$ cat src/rtl/pipe_pkg.sv
// Shared types and default widths for the generic inter-stage pipeline register.
// Contents: state encoding, default widths, packed MEM/WB control layout.
package pipe_pkg;

  localparam int unsigned RD_W_DEF = 5;
  localparam int unsigned XLEN     = 64;

  // Occupancy of the stage: EMPTY (main invalid), FULL (main only), SKID (main + skid)
  typedef enum logic [1:0] {
    EMPTY = 2'd0,
    FULL  = 2'd1,
    SKID  = 2'd2
  } pipe_state_t;

  // Control bundle carried by the MEM/WB instance
  typedef struct packed {
    logic mem_to_reg;
    logic reg_write;
  } memwb_ctrl_t;

  localparam int unsigned MEMWB_CTRL_W = $bits(memwb_ctrl_t);

endpackage

$ cat src/rtl/pipe_sat_counter.sv
// Saturating event counter; adds 0..2 per cycle and sticks at all-ones.
// Ports: clk, reset (sync, active-high), inc_i (increment 0..2), cnt_o (registered count).
module pipe_sat_counter #(
  parameter int unsigned CNT_W = 32
) (
  input  logic             clk,
  input  logic             reset,
  input  logic [1:0]       inc_i,
  output logic [CNT_W-1:0] cnt_o
);

  logic [CNT_W-1:0] cnt_q;
  logic [CNT_W-1:0] cnt_d;
  logic [CNT_W:0]   sum;

  // One extra bit catches the wrap so the count can clamp at all-ones
  always_comb begin
    sum   = {1'b0, cnt_q} + (CNT_W+1)'(inc_i);
    cnt_d = sum[CNT_W] ? '1 : sum[CNT_W-1:0];
  end

  always_ff @(posedge clk) begin
    if (reset) cnt_q <= '0;
    else       cnt_q <= cnt_d;
  end

  assign cnt_o = cnt_q;

endmodule

$ cat src/rtl/pipe_stage_reg.sv
// Generic inter-stage pipeline register with valid/ready handshake, 2-entry skid
// buffer, synchronous flush and control masking on bubbles.
// Optional feature macro: PIPE_STAGE_PERF_EN adds stall_cnt / flush_cnt counters.
// Ports:
//   clk, reset (sync, active-high), flush (sync discard of held entries)
//   in_valid/in_ready/in_data/in_ctrl/in_rd      upstream side, in_ready registered
//   out_valid/out_ready/out_data/out_ctrl/out_rd downstream side, driven from flops
//   stall_cnt, flush_cnt                         only with PIPE_STAGE_PERF_EN
module pipe_stage_reg
  import pipe_pkg::*;
#(
  parameter int unsigned DATA_W = 2 * XLEN,
  parameter int unsigned CTRL_W = MEMWB_CTRL_W,
  parameter int unsigned RD_W   = RD_W_DEF,
  parameter int unsigned CNT_W  = 32
) (
  input  logic              clk,
  input  logic              reset,
  input  logic              flush,
  input  logic              in_valid,
  output logic              in_ready,
  input  logic [DATA_W-1:0] in_data,
  input  logic [CTRL_W-1:0] in_ctrl,
  input  logic [RD_W-1:0]   in_rd,
  output logic              out_valid,
  input  logic              out_ready,
  output logic [DATA_W-1:0] out_data,
  output logic [CTRL_W-1:0] out_ctrl,
  output logic [RD_W-1:0]   out_rd
`ifdef PIPE_STAGE_PERF_EN
  ,
  output logic [CNT_W-1:0]  stall_cnt,
  output logic [CNT_W-1:0]  flush_cnt
`endif
);

  pipe_state_t       state_q, state_d;

  logic [DATA_W-1:0] main_data_q, main_data_d;
  logic [CTRL_W-1:0] main_ctrl_q, main_ctrl_d;
  logic [RD_W-1:0]   main_rd_q,   main_rd_d;
  logic [DATA_W-1:0] skid_data_q, skid_data_d;
  logic [CTRL_W-1:0] skid_ctrl_q, skid_ctrl_d;
  logic [RD_W-1:0]   skid_rd_q,   skid_rd_d;
  logic              in_ready_q,  in_ready_d;
  logic              out_valid_q, out_valid_d;

  logic              in_xfer;
  logic              out_xfer;

  assign in_xfer  = in_valid & in_ready_q;
  assign out_xfer = out_valid_q & out_ready;

  // State register
  always_ff @(posedge clk) begin
    if (reset) state_q <= EMPTY;
    else       state_q <= state_d;
  end

  // Next-state logic; flush always returns to EMPTY
  always_comb begin
    state_d = state_q;
    if (flush) begin
      state_d = EMPTY;
    end else begin
      case (state_q)
        EMPTY: if (in_xfer) state_d = FULL;
        FULL: begin
          if (in_xfer && !out_xfer)      state_d = SKID;
          else if (!in_xfer && out_xfer) state_d = EMPTY;
        end
        SKID:    if (out_xfer) state_d = FULL;
        default: state_d = EMPTY;
      endcase
    end
  end

  // Datapath and handshake next values; flush drops the input and keeps stale data
  always_comb begin
    main_data_d = main_data_q;
    main_ctrl_d = main_ctrl_q;
    main_rd_d   = main_rd_q;
    skid_data_d = skid_data_q;
    skid_ctrl_d = skid_ctrl_q;
    skid_rd_d   = skid_rd_q;
    if (!flush) begin
      case (state_q)
        EMPTY: begin
          if (in_xfer) begin
            main_data_d = in_data;
            main_ctrl_d = in_ctrl;
            main_rd_d   = in_rd;
          end
        end
        FULL: begin
          if (in_xfer && out_xfer) begin
            main_data_d = in_data;
            main_ctrl_d = in_ctrl;
            main_rd_d   = in_rd;
          end else if (in_xfer) begin
            skid_data_d = in_data;
            skid_ctrl_d = in_ctrl;
            skid_rd_d   = in_rd;
          end
        end
        SKID: begin
          if (out_xfer) begin
            main_data_d = skid_data_q;
            main_ctrl_d = skid_ctrl_q;
            main_rd_d   = skid_rd_q;
          end
        end
        default: ;
      endcase
    end
    in_ready_d  = (state_d != SKID);
    out_valid_d = (state_d != EMPTY);
    // Control is stored pre-masked so a bubble can never assert a write enable
    main_ctrl_d = main_ctrl_d & {CTRL_W{out_valid_d}};
  end

  always_ff @(posedge clk) begin
    if (reset) begin
      main_data_q <= '0;
      main_ctrl_q <= '0;
      main_rd_q   <= '0;
      skid_data_q <= '0;
      skid_ctrl_q <= '0;
      skid_rd_q   <= '0;
      in_ready_q  <= 1'b1;
      out_valid_q <= 1'b0;
    end else begin
      main_data_q <= main_data_d;
      main_ctrl_q <= main_ctrl_d;
      main_rd_q   <= main_rd_d;
      skid_data_q <= skid_data_d;
      skid_ctrl_q <= skid_ctrl_d;
      skid_rd_q   <= skid_rd_d;
      in_ready_q  <= in_ready_d;
      out_valid_q <= out_valid_d;
    end
  end

  assign in_ready  = in_ready_q;
  assign out_valid = out_valid_q;
  assign out_data  = main_data_q;
  assign out_ctrl  = main_ctrl_q;
  assign out_rd    = main_rd_q;

`ifdef PIPE_STAGE_PERF_EN
  logic [1:0] stall_inc;
  logic [1:0] held_n;
  logic [1:0] flush_inc;

  // A main entry taken by downstream in the flush cycle is not counted as discarded
  always_comb begin
    stall_inc = {1'b0, out_valid_q & ~out_ready};
    held_n    = 2'(out_valid_q) + 2'(state_q == SKID);
    flush_inc = flush ? (held_n - 2'(out_xfer)) : 2'd0;
  end

  pipe_sat_counter #(.CNT_W(CNT_W)) u_stall_cnt (
    .clk   (clk),
    .reset (reset),
    .inc_i (stall_inc),
    .cnt_o (stall_cnt)
  );

  pipe_sat_counter #(.CNT_W(CNT_W)) u_flush_cnt (
    .clk   (clk),
    .reset (reset),
    .inc_i (flush_inc),
    .cnt_o (flush_cnt)
  );
`endif

endmodule

$ cat config.mk
export PLATFORM = sky130hd
export DESIGN_NAME = pipe_stage_reg
export DESIGN_NICKNAME = d
export VERILOG_FILES = /design/src/rtl/pipe_pkg.sv /design/src/rtl/pipe_sat_counter.sv /design/src/rtl/pipe_stage_reg.sv
export SDC_FILE = /design/constraint.sdc
export NUM_CORES = 1
export LEC_CHECK = 0
export BUFFER_PORTS_ARGS = -buffer_cell sky130_fd_sc_hd__buf_2
export CORE_AREA = 4 4 163 165
export DETAILED_ROUTE_END_ITERATION = 10
export DIE_AREA = 0 0 167 169
export GPL_TIMING_DRIVEN = 0
export PLACE_DENSITY = 0.68
export SYNTH_ARGS = -nofsm -noshare
export SYNTH_HDL_FRONTEND = slang
export SYNTH_SLANG_ARGS = --single-unit
$ cat constraint.sdc
create_clock -name clk -period 2.7 [get_ports clk]
set_clock_uncertainty 0.05 [all_clocks]
set_input_delay 0 -clock clk [delete_from_list [all_inputs] [get_ports clk]]
set_output_delay 0 -clock clk [all_outputs]
set_load 0.02 [all_outputs]
==> summary by stage <==
Timing
Measured against its own limit, the worst slew margin works out to 0.351. The post-route setup TNS is 0 ns. Counting I/O delays and the setup requirement, the final critical path takes 2.43 ns. Setup repair after global routing left no endpoint under its margin. The maximum frequency from static timing analysis is ~400 MHz. Of the available clock period, the critical path in the final layout requires 0.901. Setup violations remaining at the end of the flow were counted as 0. The total count of hold-check failures in the final report is 0. The number of slew-limit violations in the final report is 0.

For the pin with the worst max-slew slack, the measured transition is around 0.97 ns.

Synth
The largest area contributor in the netlist is dfxtp_1. The number of enable-type register cells in the synthesized netlist is 0. The total of warnings raised by yosys is 0. The proportion of netlist area held by the largest area contributor is 0.493. The share of the yosys chip area belonging to registers is 0.493. After synthesis, the cell types taking the most area are dfxtp_1 49%, a21oi_1 12%, mux2i_1 12%. Counting flops and latches in the post-synthesis netlist gives 274.

In this run the mean area of a mapped cell was around 8.9 um^2. The netlist area before placement is 11100 um^2. The number of nets in the synthesized netlist is roughly 1400. The instance count of the mapped netlist is roughly 1200. In the synthesized netlist the dominant register cell turns out to be dfxtp_1.

Synthesis instantiated 29 different standard cells from the library. After synthesis, the share of flip-flops with an asynchronous set or reset is 0.

GRT
The global-route congestion overflow total is 0. The number of antenna violations at the first check in global routing was 1. The pin count of the biggest net entering global routing is 15. The via count of the first global-routing pass was about 11000. The aggregate global-route resource usage is 0.236. The first global-routing pass estimated 55.3 mm of wire.

Clock network
The latest clock arrival within the worst-skew pair is 0.55 ns. The TritonCTS sink count is about 270. The clock root buffer master is clkbuf_16. The clock buffer count from CTS is 30. The buffer depth of the longest clock path is 3. The clock slew at the register clock pins of the worst setup and hold paths is roughly 0.060 ns. In this run the number of H-tree levels came out at 1.

The TritonCTS clock tree is yes.

Worst setup path
The critical path start-end classification is register to register. The maximum fanout count along the critical path is 10. The nature of the critical path startpoint is a register. The critical path required time is 3.11 ns. The type of element capturing the critical path is a register. The worst path arrival time is 2.85 ns.

Layout
The top cell types in the final layout, fill and taps aside, are 313 x buf_2, 274 x dfxtp_1, 273 x nand2_1. From synthesis to final layout, the design area changed by 37.7%. The multi-input gate area in the final layout is slightly above 5000 um^2. Leaving out fill and tap cells, the most frequent cell in the layout is buf_2. Once layout is complete, the utilization of the core stands at 0.612. The storage element area is between 5000 and 6000 um^2.

The total number of nets in the final design is 1834. The fraction of layout instances using a drive strength above 1 is 0.212. Counting the fill cells in the layout gives around 2200.

Drt
The detail route stage leaves a number of antenna-violating nets equal to 0. After detailed routing, the number of remaining DRC violations is 0. Using the TritonRoute via totals, the vias-per-cell ratio works out to 5.41.

The initial detailed-routing violation count is 801. The via count of the routed design is between 10000 and 15000. The first-pass iteration count of the detailed router is 6.

In the final routed layout, each cell accounts on average for ~17 um. The total wire length after detailed routing is 35.3 mm.

Die
The floorplan step set the die height to around 170 um. The core region is around 25000 um^2. The floorplan has 58 rows. The initial utilization of the core area, before any placement, comes to 0.444. The die is 167 um wide. The number of top-level pins is around 280. The floorplan step defined a die boundary enclosing 28200 um^2.

Power
IR analysis of the VDD net gives a maximum drop of between 500 and 600 uV. For this design the ratio of total power to cell area is ~640 nW/um^2. The analysis attributes to cell leakage a power of between 6 and 7 nW.

Placement
The post-DP HPWL is ~24 mm. The weighted congestion at the end of routability-driven global placement is around 0.84. During placement, the flow inserted port buffers numbering 275.

Min path
The type of the tightest min-delay check is primary input to register.

Run status
The flow ran to the end, and the final reports show no timing, DRC or antenna violations.

Run
The number of max-cap violations is 0.
## stage by stage
step	power, W	hold slack, ns	cells	area [um^2]	setup slack (ns)
global placement	0.00562	0.203	1851	12900	0.126
finish	0.00979	0.201	2047	15300	0.268
CTS	0.00984	0.178	2046	15300	0.0723
detailed placement	0.00564	0.209	1851	12900	0.0826
global route	0.0102	0.199	2047	15300	0.124
floorplan	0.00513	0.0761	1246	11100	0.891
## worst max-delay path: stages (launching register included)
cell and delay (ns):
dfxtp_1 0.30, buf_2 0.17, a21bo_2 0.26, nor4_4 0.62, buf_2 0.40, buf_2 0.29, nand2_1 0.08, a21oi_1 0.15
## path summary, 6_finish.rpt
kind              startpoint          endpoint  slack [ns]  depth (start not counted)
max               state_q[0]  skid_data_q[107]        0.27                          7
min              in_data[25]   skid_data_q[25]        0.20                          4
max reg2reg       state_q[0]  skid_data_q[107]        0.27                          7
min reg2reg  skid_data_q[67]   skid_data_q[67]        0.40                          2
## sequential cells by signal (all words and copies together), names as in the netlist
signal	count
skid_rd_q	5
out_rd	5
out_data	128
in_ready	1
out_ctrl	2
out_valid	1
skid_ctrl_q	2
skid_data_q	128
state_q	2
## cells in the mapped netlist (all sizes together), types with 2 or more instances
cell,instances
a32o,2
inv,4
nand2,273
mux2i,133
a2bb2oi,2
buf,40
clkbuf,93
nand4,2
dfxtp,274
nor2,3
a311oi,133
a21oi,272
## metal layers
layer  up-vias  GRT usage  share of wire
met4         0     0.0932          0.040
met5         -          0              0
met1      5150      0.317           0.43
met3        94     0.0469          0.073
met2       416      0.375           0.46
li1       5408          -              -
## final cells by class
type                            count  share of cell area
Antenna cell                        1            0.000163
Timing Repair Buffer              416               0.182
Clock inverter                      8             0.00605
Sequential cell                   274               0.358
Inverter                            5             0.00123
Multi-Input combinational cell    834               0.331
Clock buffer                       46              0.0583
Tap cell                          330              0.0270
Buffer                            133              0.0360
## power breakdown
| part | switching, W | internal [W] |
|---|---|---|
| registers | 0.0000991 | 0.00423 |
| logic | 0.000837 | 0.000560 |
| clock network | 0.00162 | 0.00245 |
## what timing repair did
item | CTS | global route
gates resized for setup | 0 | 3
buffers inserted | 0 | 0
hold endpoints to repair | 274 | 0
hold buffers | 141 | 0
endpoints found under the setup margin | 0 | 51
## kinds of logic after synthesis
kind of cell           synth area share
DFF                               0.493
and+or+nand+nor                   0.102
muxes                             0.120
AOI/OAI and AO/OA                 0.234
buffers and inverters            0.0512
(Power assumes the default switching activity.)
